[src/rtl/conv_window_controller.sv]
// conv_window_controller
//   Sequences one convolution window. Interleaved data/filter words are popped
//   from a first-word-fall-through FIFO and loaded into a LANES-wide MAC array
//   over NUM_LOOP passes. Each lane's accumulated sum is then streamed to the
//   final adder. In hold mode a previously loaded kernel is replayed from the
//   local kernel store, and the FIFO supplies data words only.
//
// Ports
//   Clk, Rst            clock; asynchronous active-high reset
//   cStart, holdFilter  window request and kernel-reuse request (IDLE only)
//   FIFO_EMPTY/DATA     FIFO status and head word
//   FIFO_RD_EN          pop strobe, combinational from state and FIFO_EMPTY
//   MULTIPLIER_INPUT    per-lane data operand
//   MULTIPLICAND_INPUT  per-lane filter operand
//   MULTIPLY_CLEAR      accumulator clear pulse
//   MULTIPLY_START      per-lane start pulse
//   MULTIPLY_DONE       per-lane completion (pulse or level)
//   FLATSUMOUT          per-lane accumulator values
//   FINALADD/FINALADDEND  lane sum stream to the final adder
//   busy, cReady        activity flag and window-complete pulse
module conv_window_controller #(
  parameter int BIT_LEN  = 16,
  parameter int LANES    = 3,
  parameter int NUM_LOOP = 3
) (
  input  logic                         Clk,
  input  logic                         Rst,
  input  logic                         cStart,
  input  logic                         holdFilter,
  input  logic                         FIFO_EMPTY,
  input  logic [BIT_LEN-1:0]           FIFO_DATA,
  output logic                         FIFO_RD_EN,
  output logic [LANES*BIT_LEN-1:0]     MULTIPLIER_INPUT,
  output logic [LANES*BIT_LEN-1:0]     MULTIPLICAND_INPUT,
  output logic                         MULTIPLY_CLEAR,
  output logic [LANES-1:0]             MULTIPLY_START,
  input  logic [LANES-1:0]             MULTIPLY_DONE,
  input  logic [LANES*2*BIT_LEN-1:0]   FLATSUMOUT,
  output logic                         FINALADD,
  output logic [2*BIT_LEN-1:0]         FINALADDEND,
  output logic                         busy,
  output logic                         cReady
);

  localparam int LW = (LANES > 1) ? $clog2(LANES) : 1;
  localparam int PW = (NUM_LOOP > 1) ? $clog2(NUM_LOOP) : 1;
  localparam int SW = 2 * BIT_LEN;
  localparam logic [LW-1:0] L_LAST = LW'(LANES - 1);
  localparam logic [PW-1:0] P_LAST = PW'(NUM_LOOP - 1);

  typedef enum logic [2:0] {
    S_IDLE, S_CLEAR, S_READ, S_MULT, S_WAIT, S_ADD, S_DONE
  } state_t;

  state_t             state;
  logic               hold;
  logic               filter_valid;
  logic               t;
  logic [LW-1:0]      l;
  logic [PW-1:0]      p;
  logic [LANES-1:0]   done_q;
  logic [LANES-1:0]   done_seen;
  logic [BIT_LEN-1:0] kernel [NUM_LOOP][LANES];

  assign FIFO_RD_EN = (state == S_READ) && !FIFO_EMPTY;
  // A done bit already high on entry to WAIT counts immediately.
  assign done_seen  = done_q | MULTIPLY_DONE;

  // Kernel store: written by filter words in load mode, never reset.
  always_ff @(posedge Clk) begin
    if (FIFO_RD_EN && !hold && t) kernel[p][l] <= FIFO_DATA;
  end

  always_ff @(posedge Clk or posedge Rst) begin
    if (Rst) begin
      state              <= S_IDLE;
      hold               <= 1'b0;
      filter_valid       <= 1'b0;
      t                  <= 1'b0;
      l                  <= '0;
      p                  <= '0;
      done_q             <= '0;
      MULTIPLIER_INPUT   <= '0;
      MULTIPLICAND_INPUT <= '0;
      MULTIPLY_CLEAR     <= 1'b0;
      MULTIPLY_START     <= '0;
      FINALADD           <= 1'b0;
      FINALADDEND        <= '0;
      busy               <= 1'b0;
      cReady             <= 1'b0;
    end else begin
      MULTIPLY_CLEAR <= 1'b0;
      MULTIPLY_START <= '0;
      FINALADD       <= 1'b0;
      cReady         <= 1'b0;
      case (state)
        S_IDLE: begin
          if (cStart) begin
            hold           <= holdFilter && filter_valid;
            MULTIPLY_CLEAR <= 1'b1;
            busy           <= 1'b1;
            state          <= S_CLEAR;
          end
        end
        S_CLEAR: begin
          p     <= '0;
          l     <= '0;
          t     <= 1'b0;
          state <= S_READ;
        end
        S_READ: begin
          if (FIFO_RD_EN) begin
            if (!hold && !t) begin
              MULTIPLIER_INPUT[l*BIT_LEN +: BIT_LEN] <= FIFO_DATA;
              t <= 1'b1;
            end else begin
              if (hold) begin
                MULTIPLIER_INPUT[l*BIT_LEN +: BIT_LEN]   <= FIFO_DATA;
                MULTIPLICAND_INPUT[l*BIT_LEN +: BIT_LEN] <= kernel[p][l];
              end else begin
                MULTIPLICAND_INPUT[l*BIT_LEN +: BIT_LEN] <= FIFO_DATA;
              end
              t <= 1'b0;
              if (l == L_LAST) begin
                l              <= '0;
                MULTIPLY_START <= '1;
                state          <= S_MULT;
              end else begin
                l <= l + 1'b1;
              end
            end
          end
        end
        // Multipliers running; a done arriving this cycle is kept.
        S_MULT: begin
          done_q <= MULTIPLY_DONE;
          state  <= S_WAIT;
        end
        S_WAIT: begin
          done_q <= done_seen;
          if (&done_seen) begin
            if (p == P_LAST) begin
              // Lane 0 is presented on the first ADD cycle.
              l           <= '0;
              FINALADD    <= 1'b1;
              FINALADDEND <= FLATSUMOUT[0 +: SW];
              state       <= S_ADD;
            end else begin
              p     <= p + 1'b1;
              state <= S_READ;
            end
          end
        end
        // Sum streaming: FINALADDEND is fetched one lane ahead.
        S_ADD: begin
          if (l == L_LAST) begin
            cReady <= 1'b1;
            state  <= S_DONE;
          end else begin
            l           <= l + 1'b1;
            FINALADD    <= 1'b1;
            FINALADDEND <= FLATSUMOUT[(int'(l) + 1)*SW +: SW];
          end
        end
        S_DONE: begin
          if (!hold) filter_valid <= 1'b1;
          busy  <= 1'b0;
          state <= S_IDLE;
        end
        default: state <= S_IDLE;
      endcase
    end
  end

endmodule

[config.mk]
export PLATFORM = sky130hd
export DESIGN_NAME = conv_window_controller
export DESIGN_NICKNAME = d
export VERILOG_FILES = /design/src/rtl/conv_window_controller.sv
export SDC_FILE = /design/constraint.sdc
export NUM_CORES = 1
export LEC_CHECK = 0
export ABC_AREA = 1
export BUFFER_PORTS_ARGS = -buffer_cell sky130_fd_sc_hd__buf_2
export CAP_MARGIN = 20
export CORE_ASPECT_RATIO = 0.6
export CORE_MARGIN = 1
export CORE_UTILIZATION = 33
export CTS_CLUSTER_SIZE = 10
export DETAILED_ROUTE_END_ITERATION = 8
export SLEW_MARGIN = 20
export SYNTH_ARGS = -nofsm -noshare
export SYNTH_HDL_FRONTEND = slang
export SYNTH_SLANG_ARGS = --single-unit
[constraint.sdc]
create_clock -name Clk -period 11.05 [get_ports Clk]
set_input_delay 0.5525 -clock Clk [delete_from_list [all_inputs] [get_ports Clk]]
set_output_delay 0.5525 -clock Clk [all_outputs]
set_load 0.005 [all_outputs]
# [Word-level counts from Yosys, hierarchy flattened]
# Memories as Yosys holds them, arrays and structs flattened.
# Index checks and enable logic that the tools add are counted.
[op_classes] reduce_logical=28 addsub=4 order_cmp=2 mux=53 eq_ne=17 n_bitwise=4 shift=4
[ops] op="48-bit 2-to-1 mux" n=4
[ops] op="48-bit bitwise mux" n=3
[ops] op="32-bit 2-to-1 mux" n=3
[ops] op="16-bit by 34-bit indexed part select with 48-bit output" n=2
[ops] op="96-bit by 9-bit indexed part select with 32-bit output" n=1
[ops] op="32-bit case mux with 2 select lines" n=1
[ops] op="16-bit 2-to-1 mux" n=3
[ops] op="16-bit by 34-bit variable shift with 48-bit output, first input constant" n=1
[ops] op="6-bit negator with 34-bit output" n=1
[ops] op="3-bit 2-to-1 mux" n=11
[ops] op="16-bit binary-select mux with 2-bit select" n=1
[ops] op="16-bit demux with 2-bit select" n=1
[ops] op="3-bit case mux with 6 select lines" n=1
[ops] op="2-bit 2-to-1 mux" n=8
[ops] op="2-bit inequality test, second input constant" n=8
[ops] op="3-bit AND reduction" n=4
[ops] op="6-bit AND reduction" n=2
[ops] op="2-bit nonzero test" n=6
[ops] op="1-bit 2-to-1 mux" n=11
[ops] op="3-bit == test, second input constant" n=3
[ops] op="2-bit case mux with 4 select lines" n=1
[ops] op="2-bit AND reduction" n=4
[ops] op="3-bit by 2-bit == test with 1-bit output, second input constant" n=2
[ops] op="1-bit logical AND" n=6
[ops] op="17 further kinds" n=24
[totals] wordCells=128 register_bits=148 output_inout_bits=136 mem_bits_rw=144 mem_count=1
[memory_table] name="kernel" depth=3 word_bits=48 read_ports=1 rd_clocked_by_memory_dff=0 wr=1 line="63" text="logic [BIT_LEN-1:0] kernel [NUM_LOOP][LANES];"

# [Depth between registers and ports, before layout]
# Gate-level depths: netlist of the first run.
[logic_depth] ltp_word=7 mapped_depth=14

# [Worst setup path after synthesis of the first run]
# No wires, ideal clock.
[synth_timing] path_type="flip-flop to flip-flop" start="reg l[0]" end="mem kernel[0][32] (netlist name), enable pin" synth_period_minus_slack_ns=2.668 arrival_time_ns=2.279 path_stages_with_launch=9 setup_slack_ns=8.382 t_required_ns=10.662 cell_sequence="dfrtp_1 buf_2 inv_1 buf_4 buf_2 ha_1 buf_1 nand2_1 nor2_1"
[synth_via] elab_chain_len=6
[synth_lines] element="start, declared" line="59" text="logic [LW-1:0] l;"
[synth_lines] element="start signal, assigned" line="129" text="l <= l + 1'b1;"
[synth_lines] element="start signal, assigned" line="160" text="l <= l + 1'b1;"
[synth_lines] element="2-bit inverter with 3-bit output (not written as such) *" line="71" text="if (FIFO_RD_EN && !hold && t) kernel[p][l] <= FIFO_DATA;"
[synth_lines] element="3-bit greater-or-equal comparator (not written as such) / 3-bit by 1-bit less-than comparator with 1-bit output (equally long branches)" line="71"
[synth_lines] element="1-bit logical AND (not written as such)" line="71"
[synth_lines] element="16-bit 2-to-1 mux (not written as such)" line="71"
[synth_lines] element="16-bit demux with 2-bit select *" line="71"
[synth_lines] element="48-bit 2-to-1 mux (not written as such) *" line="71"
[synth_lines] element="end, declared" line="63"
# Every way passes the cells marked *; elsewhere a longest branch is shown, timed or not.

# [Worst setup path in the final report of the first run]
[layout_timing] start="reg l[0]" end="mem kernel[2][40] (netlist name), enable pin"
# Same word-level chain as after synthesis.

==> metrics.txt, run 1 <==
Least-Margin Pin Slew=1.125 ns; Mapped Cells=1,456; sw frac=38.91%; setup bufs post-CTS=0; Starting Density=33.72%; status=finished with violations; R2R cell count=4; clock sinks=290; Synth cell types=33; Reg clk slew, reported paths=0.06 ns; Placed Instances=2,165; Placed Area=14,930 um^2; num ports=256; GP Congestion=0.8506; Layout Skew=0.01353 ns; H-tree Lvls=2; commonest non-fill, non-tap cell in the layout=nand2_1; final hold violations=0; maximum vdd ir drop=92.13 uV; WP buf/inv=1; first-pass GRT wire length=62,460 um; Max-slew headroom=24.91%; failing checks=DRC; cell-internal power=2.427 mW; Setup crit end kind=register; number of global-route vias before repair=9,910; Syn Std Cell Area=13,280 um^2; Crit Path Class=register to register; setup TNS=0 ns; routed wire length=42,150 um; Final setup viols=0; Root Driver=clkbuf_16; Synth Net Count=1,584; top cell type's share of synthesized area=32.57%; TritonCTS Buffers=34; # hold bufs at CTS=0; Max Cap Viol=0; register area share after synthesis=60.09%; Crit-path slowest cell=nor2_2; unrepaired setup endpoints after global routing=no; fillers=3,948; Clock power frac=26.3%; Vias/cell=4.947; die area=41,060 um^2; share of post-route cells with drive strength above 1=21.12%; flip-flop and latch area=7979 um^2; DIE WIDTH=260.9 um; Post-Layout Cell Count=2,222; WP data required=11.18 ns; chip height=157.4 um; top post-synthesis cells by area=edfxtp_1 33%, dfrtp_1 28%, nand2_1 15%, nor2_1 4.7%, a21oi_1 4.2%; Worst Path Arrival=3.73 ns; largest net degree at the start of global routing=76; P per Cell Area=248.9 nW/um^2; per-cell routed wire length=18.97 um; Clock Latency Late Sink=0.52 ns; n_diodes=0; GRT overflow=0; Util after Layout=40.53%; sequential power share=37.5%; post-layout instance area=15,960 um^2; Period minus WS final=3.600 ns; Final Max Tran Viols=0; final worst-path cycle share=32.58%; multi-input logic area=4626 um^2; DRC violations left=8; Ys Warns=0; Switch Pwr=1.546 mW; CTS tree=yes; antenna violations before repair=1; DRT Pass-1 Iters=9; row cnt=56; worst path cell trace=inv_1, ha_1, nand2_1, nor2_2; largest stage delay on the critical path=0.94 ns; Comb power frac=36.3%; via count=10.99k; largest area contributor in the netlist=edfxtp_1; Crit path depth=4; Syn Area/Cell=9.118 um^2; Total Power=3.973 mW; port buffer count=255; DP HPWL=28,330 um; clk buf depth=3; most frequent cells in the layout=512 x nand2_1, 255 x buf_2, 158 x nor2_1, 145 x dfrtp_1, 144 x edfxtp_1; worst slack at placement=7.559 ns; Nets=1,808; critical path's top delay family=simple AND/OR/NAND/NOR gates; core area=39,380 um^2; GRT Util Overall=20.25%; initial DRC count=1,325; leak pwr=7.374 nW; # resized after CTS=0; Hold/Removal Path Class=primary input to async pin; final worst slack=7.450 ns; hold_ws=0.1570 ns; flops & latches, synth=290; Max Fclk=277.7 MHz; Crit Path Max Fanout=22; critical path startpoint category=register; ANT nets after route=0; area grow syn2layout=20.21%
-- sequential cells by signal, indices dropped and copies added, names as in the netlist --
register	count
FINALADD	1
FINALADDEND	32
MULTIPLICAND_INPUT	48
MULTIPLIER_INPUT	48
MULTIPLY_CLEAR	1
MULTIPLY_START	1
busy	1
cReady	1
done_q	3
filter_valid	1
hold	1
kernel	144
l	2
p	2
state	3
t	1
-- worst paths after layout --
check / slack, ns / from / end
min in group Clk: 0.27 / MULTIPLY_DONE[0] / done_q[0]$_DFFE_PP0P_
min reg2reg: 0.47 / MULTIPLIER_INPUT[13]$_DFFE_PP0P_ / MULTIPLIER_INPUT[13]$_DFFE_PP0P_
min: 0.16 / Rst / FINALADD$_DFF_PP0_
max: 7.45 / l[0]$_DFFE_PP0P_ / kernel[2][40]$_DFFE_PP_
max in group asynchronous: 9.44 / Rst / l[0]$_DFFE_PP0P_
max reg2reg: 7.45 / l[0]$_DFFE_PP0P_ / kernel[2][40]$_DFFE_PP_
-- metal layers --
metal	vias to the layer above	GRT usage, %	wire length [um]
met5	-	0	0
met2	479	27.22	17000
met3	48	6.006	4503
met1	5281	31.43	20030
li1	5184	-	-
met4	0	3.843	613
-- power by group through the flow --
stage | clock (mW) | combinational [mW] | sequential, mW
after global routing | 1.11 | 1.59 | 1.52
after global placement | 0 | 1.41 | 1.50
final | 1.04 | 1.44 | 1.49
after floorplan | 0 | 0.787 | 1.50
after detailed placement | 0 | 1.42 | 1.50
after CTS | 1.06 | 1.42 | 1.49
-- final cells by class --
| cell class | count | share of cell area [%] |
|---|---|---|
| inverters | 82 | 1.976 |
| well taps | 522 | 4.092 |
| multi-input cells | 1003 | 28.98 |
| flip-flops and latches | 290 | 50.00 |
| repair buffers | 269 | 8.702 |
| clock buffers | 56 | 6.249 |
-- kinds of logic (layout without fill, tap and decap cells) --
family	after synthesis	after routing	synth area share, %
adders and majority gates	8	8	0.7540
and+or+nand+nor	770	770	22.89
buffers and inverters	163	407	5.419
muxes	32	32	2.413
AOI/OAI and AO/OA	193	193	8.435
DFF	290	290	60.09
-- cells in the mapped netlist --
cell type / n
buf_1: 8
clkinv_1: 3
o21a_1: 16
nor3_1: 4
nor2_4: 1
o22ai_1: 2
nor2_2: 5
buf_6: 4
inv_4: 1
buf_4: 7
mux2i_1: 32
nand2_2: 5
nand2_1: 515
o211ai_1: 1
inv_2: 7
or2_2: 1
dfrtp_1: 146
clkbuf_1: 23
a21boi_1: 16
nand2_4: 1
a21oi_1: 111
edfxtp_1: 144
o31ai_1: 1
inv_1: 71
buf_2: 39
a22oi_1: 1
o21ai_0: 11
o21ai_1: 17
nand3_1: 71
ha_1: 8
nand3_2: 2
nor2_1: 165
a21oi_2: 17
-- worst register-to-register path: stages (launching register included) --
cell and delay (ns):
dfrtp_2 0.40, inv_1 0.62, ha_1 0.90, nand2_1 0.36, nor2_2 0.94
(Power assumes the default switching activity.)
==> run 2, diff against run 1 <==
ABC_AREA = 0   (was 1)
clock period = 2.9 ns   (was 11.05 ns; I/O delays follow)
==> run 2 against run 1 <==
  * The flow now finishes without violations
  * First-iteration DRC count fell by 23%
  * Utilization up 2.0 points
  * Sequential power rose to 3.7 times the previous value
  * Cell count shrank 17%
  * Routed wire length down 3.3%
  * Sequential share of layout area shrank 0.85 points
  * Maximum frequency is 46% higher
  * Highest routed layer unchanged
==> metrics.txt, run 2 <==
flip-flop and latch area=7980 um^2; commonest non-fill, non-tap cell in the layout=buf_2; Most flops, register=kernel; Layout Skew=0.02529 ns; # hold bufs at CTS=38; flops & latches, synth=290; largest area contributor in the netlist=edfxtp_1; DP HPWL=27,960 um; Synth Net Count=1,152; multi-input logic area=4534 um^2; Root Driver=clkbuf_16; cell-internal power=9.304 mW; # resized after CTS=0; XOR/XNOR Fraction of Synth Area=0%; Crit Path Class=register to register; Period minus WS final=2.467 ns; GRT overflow=0; Util after Layout=42.51%; CTS tree=yes; sw frac=36.48%; fillers=3,595; simple-gate portion of the synthesized area=9.302%; die area=40,160 um^2; Setup crit end kind=register; mux share of post-synthesis cell area=10.18%; Clock power frac=26.3%; critical path startpoint category=register; routed wire length=40,750 um; r2r setup slk=0.43 ns; final hold violations=0; chip height=155.6 um; Crit Path Max Fanout=16; largest net degree at the start of global routing=70; share of post-route cells with drive strength above 1=31.22%; Synth cell types=54; port buffer count=255; clock sinks=290; biggest regs=kernel x144, MULTIPLICAND_INPUT x48, MULTIPLIER_INPUT x48; via count=9,626; unrepaired setup endpoints after global routing=no; GP Congestion=0.9151; setup TNS=0 ns; Post-Layout Cell Count=1,854; Post-Synth Adder-Cell Area=0.7712%; Mapped Cells=1,024; ys async rst share=50.34%; H-tree Lvls=2; top post-synthesis cells by area=edfxtp_1 33%, dfrtp_1 28%, mux2i_1 7.4%, nand2_1 5.2%, o21ai_0 2.9%; Worst Path Arrival=2.83 ns; Syn Area/Cell=12.68 um^2; WP data required=3.26 ns; Max Cap Viol=0; ANT nets after route=0; leak pwr=6.980 nW; Clock Latency Late Sink=0.53 ns; Placed Instances=1,757; register area share after synthesis=61.46%; max reg flops=144; Vias/cell=5.192; Placed Area=14,890 um^2; post-layout instance area=16,240 um^2; P per Cell Area=902.0 nW/um^2; initial DRC count=1,016; top cell type's share of synthesized area=33.31%; Synth Area in Compound Gates=14.65%; Ys Warns=0; antenna violations before repair=1; DIE WIDTH=258.0 um; Starting Density=33.99%; Hold/Removal Path Class=primary input to register; ys flop type=dfrtp_1; GRT Util Overall=20.38%; most frequent cell after synthesis=nand2_1; Nets=1,446; Least-Margin Pin Slew=0.9126 ns; setup bufs post-CTS=0; first-pass GRT wire length=60,930 um; final worst-path cycle share=85.08%; DRT Pass-1 Iters=5; Max-slew headroom=39.03%; sequential power share=37.8%; TritonCTS Buffers=34; EDFF count, synth=144; most frequent cells after synthesis=180 x nand2_1, 146 x dfrtp_1, 144 x edfxtp_1; core area=38,190 um^2; Max Fclk=405.3 MHz; Reg clk slew, reported paths=0.06 ns; largest family of logic cells by synthesized area=compound AO/OA/AOI/OAI gates; status=finished, final reports clean; clk buf depth=3; row cnt=55; area grow syn2layout=25.09%; num ports=256; Final Max Tran Viols=0; most frequent cells in the layout=255 x buf_2, 180 x nand2_1, 144 x dfrtp_1, 144 x edfxtp_1, 96 x mux2i_1; maximum vdd ir drop=401.1 uV; Switch Pwr=5.343 mW; Final setup viols=0; per-cell routed wire length=21.98 um; Comb power frac=35.9%; Syn Std Cell Area=12,980 um^2; DRC violations left=0; number of global-route vias before repair=9,589
==> run 2: power by group through the flow <==
stage | Combinational, mW | Sequential [mW] | Clock [mW]
2_1_floorplan | 3.22 | 5.53 | 0
3_3_place_gp | 5.10 | 5.58 | 0
3_5_place_dp | 5.16 | 5.60 | 0
4_1_cts | 5.22 | 5.54 | 3.94
5_1_grt | 5.67 | 5.63 | 4.11
6_report | 5.25 | 5.54 | 3.86
==> run 2: cell families (layout without fill, tap and decap cells) <==
| group | Yosys count | after routing |
|---|---|---|
| compound gates | 231 | 231 |
| fa+ha+maj | 8 | 8 |
| buf+inv | 103 | 418 |
| flops | 290 | 290 |
| mux | 128 | 128 |
| other cells | 0 | 2 |
| simple gates | 264 | 264 |
==> run 2: area by class of cell <==
type / count / area share, %
antenna: 2 / 0.03082
multi-input combinational: 631 / 27.93
timing repair buffer: 333 / 12.36
sequential: 290 / 49.15
clock buffer: 54 / 5.702
tap: 513 / 3.953
inverter: 28 / 0.6704
clock inverter: 3 / 0.2081
==> run 2: through the flow <==
| step | setup WS [ns] | hold WS [ns] | power [mW] |
|---|---|---|---|
| 6_report | 0.4326 | 0.04242 | 14.65 |
| 5_1_grt | 0.3219 | 0.03747 | 15.40 |
| 4_1_cts | 0.4705 | 0.01587 | 14.70 |
| 3_5_place_dp | 0.5060 | 0.3711 | 10.76 |
| 3_3_place_gp | 0.6196 | 0.3820 | 10.68 |
| 2_1_floorplan | 0.2945 | 0.2439 | 8.756 |
==> run 2: per-layer routing <==
layer	global-route usage (%)	vias to the layer above	wire, um
li1	-	4378	-
met1	31.32	4805	19640
met2	28.19	400	16760
met3	5.523	43	3830
met4	4.198	0	520
met5	0	-	0
==> run 2: path summary, 6_finish.rpt <==
path	cells after the start	startpoint	end
min	4	FIFO_EMPTY	t$_DFFE_PP0P_
min reg2reg	2	MULTIPLIER_INPUT[36]$_DFFE_PP0P_	MULTIPLIER_INPUT[36]$_DFFE_PP0P_
min in group asynchronous	3	Rst	p[1]$_DFFE_PP0P_
max reg2reg	4	l[0]$_DFFE_PP0P_	MULTIPLICAND_INPUT[0]$_DFFE_PP0P_
max in group asynchronous	4	Rst	MULTIPLIER_INPUT[8]$_DFFE_PP0P_
max	4	l[0]$_DFFE_PP0P_	MULTIPLICAND_INPUT[0]$_DFFE_PP0P_
==> run 2: critical path: stages, from the launching register on <==
cell      delay [ns]
dfrtp_2         0.53
or3b_1          0.77
o32ai_1         0.21
a211oi_1        0.58
o41ai_1         0.20
